==> src/rtl/udp_tx_fifo_sched.sv <==
// udp_tx_fifo_sched: round-robin packet scheduler between NUM_CH FWFT TX FIFOs
// and a UDP transmit stack. A channel is granted only when it holds a whole
// packet. The scheduler then requests a send and drains exactly PKT_WORDS words
// from that channel. Everything runs in the FIFO read clock domain.
// Optional feature macro: UDP_TX_SCHED_TIMEOUT_EN (bounded wait for udp_tx_ready).
module udp_tx_fifo_sched #(
  parameter int NUM_CH         = 4,
  parameter int DATA_WIDTH     = 32,
  parameter int ADDR_WIDTH     = 10,
  parameter int PKT_WORDS      = 256,
  parameter int GAP_CYCLES     = 12,
  parameter int TIMEOUT_CYCLES = 1024
) (
  input  logic                               rd_clk,
  input  logic                               rd_rst_n,
  input  logic [NUM_CH*(ADDR_WIDTH+1)-1:0]   fifo_rd_water_level,
  input  logic [NUM_CH-1:0]                  fifo_empty,
  input  logic [NUM_CH*DATA_WIDTH-1:0]       fifo_rd_data,
  output logic [NUM_CH-1:0]                  fifo_rd_en,
  input  logic [NUM_CH-1:0]                  ch_enable,
  output logic                               udp_tx_req,
  output logic [15:0]                        udp_tx_len,
  output logic [2:0]                         udp_tx_ch,
  input  logic                               udp_tx_ready,
  input  logic                               udp_tx_data_req,
  output logic [DATA_WIDTH-1:0]              udp_tx_data,
  output logic                               busy,
  output logic                               timeout
);

  localparam int LVL_W      = ADDR_WIDTH + 1;
  localparam int LEN_BYTES  = PKT_WORDS * DATA_WIDTH / 8;
  localparam int GAP_W      = $clog2(GAP_CYCLES + 1);
  localparam logic [LVL_W-1:0] PKT_LVL  = LVL_W'(PKT_WORDS);
  localparam logic [GAP_W-1:0] GAP_LOAD = GAP_W'(GAP_CYCLES);
  localparam logic [15:0]      LEN16    = LEN_BYTES[15:0];

  // Elaboration-time sanity checks on the configuration
  if (LEN_BYTES > 65535) begin : g_len_chk
    $error("udp_tx_fifo_sched: PKT_WORDS*DATA_WIDTH/8 exceeds 16-bit length");
  end
  if (NUM_CH < 2 || NUM_CH > 8) begin : g_ch_chk
    $error("udp_tx_fifo_sched: NUM_CH must be 2..8");
  end
  if (PKT_WORDS < 1 || PKT_WORDS > (1 << ADDR_WIDTH)) begin : g_pkt_chk
    $error("udp_tx_fifo_sched: PKT_WORDS out of range");
  end
  if (GAP_CYCLES < 1 || TIMEOUT_CYCLES < 1) begin : g_cyc_chk
    $error("udp_tx_fifo_sched: GAP_CYCLES and TIMEOUT_CYCLES must be >= 1");
  end

  typedef enum logic [2:0] {
    S_IDLE = 3'd0,
    S_ARB  = 3'd1,
    S_REQ  = 3'd2,
    S_SEND = 3'd3,
    S_GAP  = 3'd4
  } state_t;

  state_t           state_q, state_d;
  logic [2:0]       rr_q, rr_d;
  logic [2:0]       ch_q, ch_d;
  logic             req_q, req_d;
  logic [LVL_W-1:0] word_q, word_d;
  logic [GAP_W-1:0] gap_q, gap_d;

`ifdef UDP_TX_SCHED_TIMEOUT_EN
  localparam int TMO_W = $clog2(TIMEOUT_CYCLES + 1);
  localparam logic [TMO_W-1:0] TMO_LAST = TMO_W'(TIMEOUT_CYCLES - 1);
  logic [TMO_W-1:0] tmo_q, tmo_d;
  logic             timeout_q, timeout_d;
`endif

  logic [NUM_CH-1:0]     elig;
  logic                  found;
  logic [2:0]            pick;
  logic [3:0]            idx;
  logic                  gnt_empty;
  logic [DATA_WIDTH-1:0] gnt_data;
  logic                  pop;

  // A channel is eligible when enabled and holding at least one full packet
  always_comb begin
    elig = '0;
    for (int i = 0; i < NUM_CH; i++)
      elig[i] = ch_enable[i] && (fifo_rd_water_level[i*LVL_W +: LVL_W] >= PKT_LVL);
  end

  // First eligible channel at or above the rr pointer, wrapping to 0
  always_comb begin
    found = 1'b0;
    pick  = '0;
    idx   = '0;
    for (int k = 0; k < NUM_CH; k++) begin
      idx = {1'b0, rr_q} + 4'(k);
      if (idx >= 4'(NUM_CH)) idx = idx - 4'(NUM_CH);
      if (!found && elig[idx[2:0]]) begin
        found = 1'b1;
        pick  = idx[2:0];
      end
    end
  end

  // Mux out the granted channel's empty flag and FWFT head word
  always_comb begin
    gnt_empty = 1'b1;
    gnt_data  = '0;
    for (int i = 0; i < NUM_CH; i++) begin
      if (ch_q == 3'(i)) begin
        gnt_empty = fifo_empty[i];
        gnt_data  = fifo_rd_data[i*DATA_WIDTH +: DATA_WIDTH];
      end
    end
  end

  // Scheduler next-state: arbitration, request handshake, drain, gap
  always_comb begin
    state_d = state_q;
    rr_d    = rr_q;
    ch_d    = ch_q;
    req_d   = req_q;
    word_d  = word_q;
    gap_d   = gap_q;
    pop     = 1'b0;
`ifdef UDP_TX_SCHED_TIMEOUT_EN
    tmo_d     = tmo_q;
    timeout_d = timeout_q;
`endif
    case (state_q)
      S_IDLE: if (|elig) state_d = S_ARB;
      S_ARB: begin
        if (found) begin
          ch_d    = pick;
          rr_d    = (pick == 3'(NUM_CH - 1)) ? 3'd0 : pick + 3'd1;
          req_d   = 1'b1;
          state_d = S_REQ;
`ifdef UDP_TX_SCHED_TIMEOUT_EN
          tmo_d   = '0;
`endif
        end else begin
          state_d = S_IDLE;
        end
      end
      S_REQ: begin
        if (udp_tx_ready) begin
          req_d   = 1'b0;
          word_d  = PKT_LVL;
          state_d = S_SEND;
        end
`ifdef UDP_TX_SCHED_TIMEOUT_EN
        else if (tmo_q == TMO_LAST) begin
          // Stack never answered: give up on this grant, rr has already moved on
          req_d     = 1'b0;
          timeout_d = 1'b1;
          gap_d     = GAP_LOAD;
          state_d   = S_GAP;
        end else begin
          tmo_d = tmo_q + TMO_W'(1);
        end
`endif
      end
      S_SEND: begin
        // A pull against an empty FIFO just stalls; nothing is counted
        if (udp_tx_data_req && !gnt_empty) begin
          pop    = 1'b1;
          word_d = word_q - LVL_W'(1);
          if (word_q == LVL_W'(1)) begin
            gap_d   = GAP_LOAD;
            state_d = S_GAP;
          end
        end
      end
      S_GAP: begin
        if (gap_q == GAP_W'(1)) state_d = S_IDLE;
        else                    gap_d   = gap_q - GAP_W'(1);
      end
      default: state_d = S_IDLE;
    endcase
  end

  // State and counter registers
  always_ff @(posedge rd_clk or negedge rd_rst_n) begin
    if (!rd_rst_n) begin
      state_q <= S_IDLE;
      rr_q    <= '0;
      ch_q    <= '0;
      req_q   <= 1'b0;
      word_q  <= '0;
      gap_q   <= '0;
`ifdef UDP_TX_SCHED_TIMEOUT_EN
      tmo_q     <= '0;
      timeout_q <= 1'b0;
`endif
    end else begin
      state_q <= state_d;
      rr_q    <= rr_d;
      ch_q    <= ch_d;
      req_q   <= req_d;
      word_q  <= word_d;
      gap_q   <= gap_d;
`ifdef UDP_TX_SCHED_TIMEOUT_EN
      tmo_q     <= tmo_d;
      timeout_q <= timeout_d;
`endif
    end
  end

  // Pop strobe goes only to the granted channel
  always_comb begin
    fifo_rd_en = '0;
    for (int i = 0; i < NUM_CH; i++)
      fifo_rd_en[i] = pop && (ch_q == 3'(i));
  end

  assign udp_tx_req  = req_q;
  assign udp_tx_len  = LEN16;
  assign udp_tx_ch   = ch_q;
  assign udp_tx_data = (state_q == S_SEND) ? gnt_data : '0;
  assign busy        = (state_q != S_IDLE);
`ifdef UDP_TX_SCHED_TIMEOUT_EN
  assign timeout     = timeout_q;
`else
  assign timeout     = 1'b0;
`endif

endmodule

==> config.mk <==
export PLATFORM = sky130hd
export DESIGN_NAME = udp_tx_fifo_sched
export DESIGN_NICKNAME = d
export VERILOG_FILES = /design/src/rtl/udp_tx_fifo_sched.sv
export SDC_FILE = /design/constraint.sdc
export NUM_CORES = 1
export LEC_CHECK = 0
export CORE_ASPECT_RATIO = 2
export CORE_MARGIN = 2
export CORE_UTILIZATION = 32
export DETAILED_ROUTE_END_ITERATION = 12
export GPL_ROUTABILITY_DRIVEN = 0
export GPL_TIMING_DRIVEN = 0
export PLACE_DENSITY = 0.82
export SLEW_MARGIN = 25
export SYNTH_ARGS = -nofsm -noshare
export SYNTH_HDL_FRONTEND = slang
export SYNTH_SLANG_ARGS = --single-unit
==> constraint.sdc <==
create_clock -name rd_clk -period 3.4 [get_ports rd_clk]
set_clock_uncertainty 0.2 [all_clocks]
set_input_delay 0.85 -clock rd_clk [delete_from_list [all_inputs] [get_ports rd_clk]]
set_output_delay 0.85 -clock rd_clk [all_outputs]
set_load 0.02 [all_outputs]
==> results.json, run 1 <==
{
  "synth.distinct_cells": 51,
  "totalWireLength_um": 12450,
  "drt_first_pass_iters": 4,
  "clockBufferDepth": 2,
  "rows": 47,
  "wl_per_cell_um": 18.45,
  "power.leakage_nw": 2.190,
  "fin_crit_sh": 0.9858,
  "cpMaxStageDelayCell": "clkdlybuf4s50_1",
  "coreArea_um2": 8292,
  "max-slew-margin-rel": 0.3145,
  "cp_max_fo": 5,
  "cts-buffers-inserted": 3,
  "syn_to_final_growth_pct": 88.51,
  "ir_drop_mv": 0.3900,
  "p_per_area_nw_per_um2": 722.5,
  "postRouteAntennaNets": 0,
  "grt_pass1_wl_um": 19400,
  "critPathBufInv": 3,
  "run_status": "completed",
  "p_switching_w": 0.001930,
  "yosys_warnings": 0,
  "crit_path_end_kind": "output port",
  "initial_utilization": 0.3309,
  "die_h_um": 135.0,
  "avgSynthCellArea_um2": 7.795,
  "fin_nets": 769,
  "comb_power_share": 0.786,
  "hold_viol": 0,
  "ys_seq_elements": 25,
  "grt_use_total": 0.2560,
  "critPathTopFamily": "buffers and inverters",
  "fin_tns_setup_ps": 0,
  "clock-root-buffer": "clkbuf_16",
  "clkSinkCount": 25,
  "synth.yosys.seq_area_share": 0.2280,
  "cp-start-kind": "primary input",
  "dp_hpwl_um": 9986,
  "final.fill_count": 731,
  "internal_power_w": 0.001807,
  "drc": 0,
  "clock_latency_ps": 250,
  "drt_iter0_drc": 177,
  "clkPwrFrac": 0.068,
  "setup.worst_path.class": "primary input to output port",
  "dieArea_um2": 9376,
  "vias_per_cell": 5.277,
  "p_sw_frac": 0.5164,
  "io_pins": 242,
  "required_ps": 2350,
  "holdCritPathClass": "register to register",
  "grt_overflow_total": 0,
  "worstMarginPinSlew_ps": 1019,
  "holdWs_ps": 324.5,
  "report.final.setup_viol": 0,
  "antenna_found_initial": 0,
  "diodes": 0,
  "maxCapViolations": 0,
  "period_needed_ps": 3352,
  "htreeDepth": 1,
  "grt_pass1_vias": 3761,
  "dpl_worst_slack_ps": -943.5,
  "port_buffers": 192,
  "slew_viol_final": 0,
  "power_frac_seq": 0.146,
  "grt_max_degree": 26,
  "synth-edff-count": 0,
  "num_vias": 3562,
  "arrival_ps": 2300,
  "finish.utilization": 0.6238,
  "cts_tree": "yes",
  "power_w": 0.003737,
  "final.setup.worst_slack_ps": 48.26,
  "max_stage_delay_ps": 490,
  "chipWidth_um": 69.48,
  "synth_area_um2": 2744,
  "max_freq_ghz": 0.2984,
  "path_cells": "clkdlybuf4s50_1, mux2i_1, or2_2, nand4_1, clkbuf_8, nor2_1, buf_4",
  "clk_pin_slew_ps": 60,
  "synth-main-ff-cell": "dfrtp_1",
  "async_reset_ff_frac": 1.000,
  "netlist_instances": 352,
  "final_layout_size_suffix_gt1_frac": 0.2062
}
==> flip-flops by register name (all words and copies together) (netlist names) <==
register,flops
word_q,11
udp_tx_ch,3
gap_q,4
rr_q,3
state_q,3
udp_tx_req,1
==> power groups by stage <==
stage               Combinational [W]  Sequential (W)  Clock [W]
finish                        0.00294        0.000547   0.000254
global route                  0.00319        0.000559   0.000273
CTS                           0.00285        0.000522   0.000259
detailed placement            0.00290        0.000517          0
global placement              0.00286        0.000512          0
floorplan                     0.00165        0.000505          0
==> metrics by stage <==
stage | instance area, um^2 | instances
after global routing | 5172 | 675
after CTS | 5055 | 674
after floorplan | 2805 | 367
after detailed placement | 4845 | 657
final | 5172 | 675
after global placement | 4850 | 657
==> layout by cell type, fill, tap and decap left out, drive strengths merged, types with 5 or more instances in the layout <==
master / synthesis / layout
mux2: 36 / 36
mux2i: 5 / 5
nor2: 54 / 54
inv: 9 / 9
clkdlybuf4s50: 0 / 152
clkbuf: 17 / 24
conb: 2 / 17
a21oi: 8 / 8
nor3: 5 / 5
a211oi: 5 / 5
o31a: 5 / 5
dlygate4sd2: 0 / 28
o22ai: 32 / 32
nand2: 17 / 17
nand3: 5 / 5
nor4: 7 / 7
o21ai: 40 / 40
buf: 24 / 41
ha: 7 / 7
o31ai: 5 / 5
dfrtp: 25 / 25
xnor2: 9 / 9
==> worst paths after layout <==
check	end	depth (start not counted)	start	slack (ps)
setup / recovery	fifo_rd_en[3]	7	fifo_empty[0]	50
hold / removal	udp_tx_req	2	udp_tx_req	320
setup reg to reg	rr_q[0]	11	rr_q[1]	210
hold reg to reg	udp_tx_req	2	udp_tx_req	320
max in group asynchronous	udp_tx_ch[1]	1	rd_rst_n	2210
min in group asynchronous	word_q[7]	1	rd_rst_n	380
==> Yosys cell counts (2+ instances only) <==
cell type,count,share of area
a211oi_1,5,0.014
a21oi_1,7,0.013
a311oi_1,2,0.0064
buf_1,7,0.0096
buf_4,17,0.047
clkbuf_1,17,0.023
conb_1,2,0.0027
dfrtp_1,25,0.23
ha_1,7,0.032
inv_1,9,0.012
mux2_2,36,0.15
mux2i_1,5,0.018
nand2_1,17,0.023
nand2b_1,4,0.0091
nand3_1,5,0.0091
nor2_1,54,0.074
nor3_1,4,0.0073
nor3b_1,3,0.0082
nor4_1,7,0.016
o21ai_0,36,0.066
o21ai_1,3,0.0055
o22ai_1,32,0.073
o31a_1,5,0.016
o31ai_1,5,0.014
or3_1,3,0.0068
or4_1,2,0.0055
xnor2_1,9,0.029
==> final cells by class <==
cell class	count	area [um^2]	area share
Sequential cell	25	626.9	0.1212
Tap cell	98	122.6	0.02371
Buffer	40	249.0	0.04814
Inverter	9	33.78	0.006531
Multi-Input combinational cell	292	2076	0.4013
Clock buffer	4	78.83	0.01524
Timing Repair Buffer	207	1986	0.3839
==> per-layer routing <==
| layer | up-vias | wire [um] | track usage |
|---|---|---|---|
| met5 | - | 0 | 0 |
| met4 | 0 | 235 | 0.05773 |
| met3 | 21 | 1360 | 0.09776 |
| met2 | 203 | 6332 | 0.4690 |
| met1 | 1634 | 4522 | 0.2753 |
| li1 | 1704 | - | - |
==> worst reg2reg max path, delay by kind of cell (launching register included) <==
family / cells / cell delay [ps]
AOI/OAI and AO/OA: 3 / 760
adders and majority gates: 2 / 460
buffers and inverters: 3 / 790
DFF: 1 / 350
muxes: 1 / 330
and+or+nand+nor: 2 / 250
==> cell families after synthesis <==
kind of cell / synth area share
DFF: 0.2280
xor gates and xnor gates: 0.03192
AOI/OAI and AO/OA: 0.2440
buffers and inverters: 0.09165
and+or+nand+nor: 0.2038
muxes: 0.1660
adders and majority gates: 0.03192
other: 0.002737
==> timing repair <==
item,in CTS,in global routing
gates resized for setup,80,33
setup buffers,13,3
hold buffers,0,0
endpoints found under the setup margin,39,45
pin swaps,7,10
Note: power is estimated with default switching activity, not from simulation.
==> run 2, diff against run 1 <==
- HOLD_SLACK_MARGIN: not set -> 0.06
==> results of run 2 <==
No change in the layout: final DEF, timing and power equal those of run 1.
